==> src/rtl/calc_arbiter.sv <==
// Round-robin arbiter sharing one multi-cycle calculator between two requesters.
// Optional per-requester grant and error counters are enabled by defining CALC_ARB_STATS_EN.
module calc_arbiter #(
    parameter int CALC_LAT = 2,
    parameter int MAX_OP   = 5
) (
    input  logic        clk,
    input  logic        reset,

    input  logic        r0_valid,
    output logic        r0_ready,
    input  logic [7:0]  r0_opcode,
    input  logic [15:0] r0_a,
    input  logic [15:0] r0_b,
    input  logic [15:0] r0_c,
    input  logic [15:0] r0_d,

    input  logic        r1_valid,
    output logic        r1_ready,
    input  logic [7:0]  r1_opcode,
    input  logic [15:0] r1_a,
    input  logic [15:0] r1_b,
    input  logic [15:0] r1_c,
    input  logic [15:0] r1_d,

    output logic        r0_rsp_valid,
    input  logic        r0_rsp_ready,
    output logic        r1_rsp_valid,
    input  logic        r1_rsp_ready,
    output logic [15:0] rsp_data,
    output logic        rsp_err,

    output logic [15:0] calc_a,
    output logic [15:0] calc_b,
    output logic [15:0] calc_c,
    output logic [15:0] calc_d,
    output logic [7:0]  calc_opcode,
    input  logic [15:0] calc_out,

    output logic        busy
`ifdef CALC_ARB_STATS_EN
    ,
    output logic [15:0] grant_cnt0,
    output logic [15:0] grant_cnt1,
    output logic [7:0]  err_cnt
`endif
);

    typedef enum logic [1:0] {IDLE, WAIT, RESP} state_t;

    localparam logic [3:0] CNT_LOAD = 4'(CALC_LAT - 1);

    state_t      r_state;
    logic        r_last_grant;
    logic        r_gnt_id;
    logic [3:0]  r_cnt;
    logic [15:0] r_calc_a;
    logic [15:0] r_calc_b;
    logic [15:0] r_calc_c;
    logic [15:0] r_calc_d;
    logic [7:0]  r_calc_opcode;
    logic [15:0] r_rsp_data;
    logic        r_rsp_err;

    logic        w_sel;
    logic        w_accept;
    logic        w_illegal;
    logic        w_rsp_take;
    logic [7:0]  w_opcode;
    logic [15:0] w_a;
    logic [15:0] w_b;
    logic [15:0] w_c;
    logic [15:0] w_d;

    always_comb begin
        // NOTE: assign a default before any branch so the selector can never infer a latch.
        w_sel = 1'b0;
        if (r0_valid && r1_valid)
            w_sel = ~r_last_grant;
        else if (r1_valid)
            w_sel = 1'b1;
    end

    assign w_accept   = (r_state == IDLE) && (r0_valid || r1_valid);
    assign r0_ready   = w_accept && !w_sel;
    assign r1_ready   = w_accept &&  w_sel;

    assign w_opcode   = w_sel ? r1_opcode : r0_opcode;
    assign w_a        = w_sel ? r1_a : r0_a;
    assign w_b        = w_sel ? r1_b : r0_b;
    assign w_c        = w_sel ? r1_c : r0_c;
    assign w_d        = w_sel ? r1_d : r0_d;
    assign w_illegal  = w_opcode > 8'(MAX_OP);
    assign w_rsp_take = r_gnt_id ? r1_rsp_ready : r0_rsp_ready;

    // Rejected opcodes skip WAIT and leave the calculator inputs untouched.
    always_ff @(posedge clk) begin
        if (reset) begin
            r_state       <= IDLE;
            r_last_grant  <= 1'b1;
            r_gnt_id      <= 1'b0;
            r_cnt         <= '0;
            r_calc_a      <= '0;
            r_calc_b      <= '0;
            r_calc_c      <= '0;
            r_calc_d      <= '0;
            r_calc_opcode <= '0;
            r_rsp_data    <= '0;
            r_rsp_err     <= 1'b0;
        end else begin
            case (r_state)
                IDLE: begin
                    if (w_accept) begin
                        r_last_grant <= w_sel;
                        r_gnt_id     <= w_sel;
                        if (w_illegal) begin
                            r_rsp_err  <= 1'b1;
                            r_rsp_data <= '0;
                            r_state    <= RESP;
                        end else begin
                            r_calc_a      <= w_a;
                            r_calc_b      <= w_b;
                            r_calc_c      <= w_c;
                            r_calc_d      <= w_d;
                            r_calc_opcode <= w_opcode;
                            r_cnt         <= CNT_LOAD;
                            r_state       <= WAIT;
                        end
                    end
                end
                WAIT: begin
                    if (r_cnt == 4'd0) begin
                        r_rsp_data <= calc_out;
                        r_rsp_err  <= 1'b0;
                        r_state    <= RESP;
                    end else begin
                        r_cnt <= r_cnt - 4'd1;
                    end
                end
                RESP: begin
                    if (w_rsp_take)
                        r_state <= IDLE;
                end
                default: r_state <= IDLE;
            endcase
        end
    end

`ifdef CALC_ARB_STATS_EN
    logic [15:0] r_grant_cnt0;
    logic [15:0] r_grant_cnt1;
    logic [7:0]  r_err_cnt;

    always_ff @(posedge clk) begin
        if (reset) begin
            r_grant_cnt0 <= '0;
            r_grant_cnt1 <= '0;
            r_err_cnt    <= '0;
        end else if (w_accept) begin
            if (!w_sel && r_grant_cnt0 != '1)
                r_grant_cnt0 <= r_grant_cnt0 + 16'd1;
            if (w_sel && r_grant_cnt1 != '1)
                r_grant_cnt1 <= r_grant_cnt1 + 16'd1;
            if (w_illegal && r_err_cnt != '1)
                r_err_cnt <= r_err_cnt + 8'd1;
        end
    end

    assign grant_cnt0 = r_grant_cnt0;
    assign grant_cnt1 = r_grant_cnt1;
    assign err_cnt    = r_err_cnt;
`endif

    assign r0_rsp_valid = (r_state == RESP) && !r_gnt_id;
    assign r1_rsp_valid = (r_state == RESP) &&  r_gnt_id;
    assign rsp_data     = r_rsp_data;
    assign rsp_err      = r_rsp_err;
    assign calc_a       = r_calc_a;
    assign calc_b       = r_calc_b;
    assign calc_c       = r_calc_c;
    assign calc_d       = r_calc_d;
    assign calc_opcode  = r_calc_opcode;
    assign busy         = (r_state != IDLE);

endmodule

==> config.mk <==
export PLATFORM = sky130hd
export DESIGN_NAME = calc_arbiter
export DESIGN_NICKNAME = d
export VERILOG_FILES = /design/src/rtl/calc_arbiter.sv
export SDC_FILE = /design/constraint.sdc
export NUM_CORES = 1
export LEC_CHECK = 0
export ABC_AREA = 1
export CELL_PAD_IN_SITES_DETAIL_PLACEMENT = 1
export CELL_PAD_IN_SITES_GLOBAL_PLACEMENT = 1
export CORE_AREA = 2 2 132 134
export DETAILED_ROUTE_END_ITERATION = 12
export DIE_AREA = 0 0 134 136
export HOLD_SLACK_MARGIN = 0.03
export PLACE_DENSITY_LB_ADDON = 0.08
export SLEW_MARGIN = 20
export SYNTH_ARGS = -nofsm -noshare
export SYNTH_HDL_FRONTEND = slang
export SYNTH_SLANG_ARGS = --single-unit
==> constraint.sdc <==
create_clock -name clk -period 3.5 [get_ports clk]
set_clock_uncertainty 0.2 [all_clocks]
set_input_delay 0.875 -clock clk [delete_from_list [all_inputs] [get_ports clk]]
set_output_delay 0.875 -clock clk [all_outputs]
set_load 0.05 [all_outputs]
==> results.ini <==
[sta]
timing.fmax_mhz=305.0
finalSetupViolCount=0
hold_viol=0
tightest_slew_ns=0.7084
rsz0062_at_grt=no
finalCriticalPeriod_ns=3.279
slew_headroom_pct=52.77
finalCritPeriodShare_pct=93.68
tns_ns=0
fin_hold_ws_ns=0.2500
drv_slew=0

[cts]
cts_hold_buf=0
path_clk_slew_ns=0.07
htreeDepth=3
worstSkewPairLatency_ns=0.34
ctsResizeCount=0
cts.path.max_buffers=2
root_buffer=clkbuf_16
cts.sinks=97
post_cts_buffers=0
cts-buffers-inserted=9
cts_tree=yes

[finish]
area_growth_pct=70.54
regArea_um2=1942
drive_gt1_share_pct=4.171
finalNetCount=1098
fillCellCount=2100
multi_input_area_um2=2191

[die]
pin_count=260
die_area_um2=18220
initial_core_util_pct=26.25
dieHeight_um=136
row_count=48
dieWidth_um=134
coreArea_um2=16880

[worst_setup_path]
cp-start-kind=input pin
reg2reg_setup_slack_ns=1.32
r2r-end=r_cnt[3]
crit_path_end_kind=output pin
crit_type=in2out
cp.arrival_ns=2.20
worstReg2RegStart=r_last_grant
crit_required_ns=2.42
crit_path_max_incr_delay_ns=0.59
crit_fanout=6
cpMostUsedCell=nor2_1
cp_slowest_cell=clkdlybuf4s50_1
crit_chain=clkdlybuf4s50_1 > nor2_1 > nor2_1 > inv_1 > nor2_1 > buf_12
worst_r2r_path_depth=11

[job]
max_cap_viol_count=0

[drt]
wirelength_um=17240
antenna_left=0
dr.pass1.iters=4
drc=0
via_per_inst=4.498
wl_per_cell_um=14.85
via_count=5222
first_iter_violations=164

[yosys]
yosysMostFrequentCell=nand2_1
ys_ff_latch=97
syn_avg_cell_area_um2=6.401
synthArstFlopShare_pct=0
syn_inst=692
synth_nets=860
synth_area_leaders=dfxtp_1, nand2_1, a21oi_1
synth_area_leader_cell=dfxtp_1
ys.flop_type=dfxtp_1
synth_top_area_share_pct=43.84
synth_commonest_cells=nand2_1, dfxtp_1, a21oi_1
syn-cell-area_um2=4429
yosys_warnings=0
synth_edf_count=0
yosysSeqAreaShare_pct=43.84
synth_cell_types=21

[global_route]
antenna_found_initial=1
first_global_vias=5380
grt_start_max_net_pins=66
grt_pass1_wl_um=26330
grt_use_total_pct=18.31
grt_overflow=0

[run_status]
status=finished, final reports clean

[hold_path]
min_to=calc_opcode[4]
min_from=calc_opcode[4]
holdPathStages=2
hold_class=reg2reg

[placement]
routabilityCongestion=0.7589
dp_hpwl_um=12940
port_buffers=259

[power]
ir_worst_vdd_v=0.0002268
p_leak_nw=2.994
p_per_area_nw_per_um2=363.6
power_mw=2.746

[logic make-up after synthesis]
logic type | Yosys count | synth area share [%]
simple gates | 431 | 37.71
flops | 97 | 43.84
compound gates | 95 | 10.73
buf+inv | 65 | 6.751
xor+xnor | 2 | 0.3956
fa+ha+maj | 2 | 0.5649
[area by class of cell]
class / count / share of cell area (%)
antenna: 1 / 0.03313
clock buffer: 9 / 2.982
clock inverter: 7 / 1.640
inverter: 22 / 1.093
multi-input combinational: 530 / 29.00
sequential: 97 / 25.71
tap: 225 / 3.727
timing repair buffer: 270 / 35.81
[stage by stage]
step	instance area [um^2]	worst slack [ns]	util [%]	std cells
floorplan	4429	0.3016	-	692
finish	7553	0.2211	44.76	1161
CTS	7551	0.1964	44.74	1160
global route	7553	0.09598	44.76	1161
global placement	7202	0.2063	42.68	1144
detailed placement	7202	0.2058	42.68	1144
[critical path, delay by kind of cell]
kind	cells	cell delay [ns]
buffers and inverters	3	0.85
and+or+nand+nor	3	0.46
[report_power, final]
part / internal, mW / leakage [nW] / total [mW] / switching (mW)
Combinational: 0.244 / 2.04 / 0.473 / 0.229
Sequential: 1.11 / 0.782 / 1.12 / 0.00738
Clock: 0.706 / 0.167 / 1.15 / 0.446
[cell usage in the layout, fill, tap and decap left out, drive strengths merged]
cell	instances
nand3	13
dfxtp	97
a21oi	91
o21ai	4
clkinvlp	1
nand2	394
xor2	1
inv	25
xnor2	1
clkbuf	9
nor2	19
nand3b	4
ha	2
buf	14
clkdlybuf4s50	256
diode	1
nor3	1
bufinv	3
[state kept, by name (all words and copies together) (netlist names)]
name and flops:
calc_a 16, calc_b 16, calc_c 16, calc_d 16, rsp_data 16, calc_opcode 8, r_cnt 4, r_state 2
r_gnt_id 1, r_last_grant 1, rsp_err 1
[worst max path at each step]
stage | slack (ns) | endpoint | from
after global placement | 0.21 | r0_ready | r1_valid
final | 0.22 | r0_ready | r1_valid
after global routing | 0.1 | r0_ready | r1_valid
after detailed placement | 0.21 | r0_ready | r1_valid
after floorplan | 0.30 | r1_ready | r1_valid
after CTS | 0.20 | r0_ready | r1_valid
[metal layers]
metal | track usage [%] | up-vias | routed length, um
met4 | 7.742 | 0 | 514
li1 | - | 2615 | -
met5 | 0 | - | 0
met2 | 33.59 | 161 | 8623
met1 | 19.68 | 2417 | 6845
met3 | 5.220 | 29 | 1252
Power figures use the tool's default switching activity.
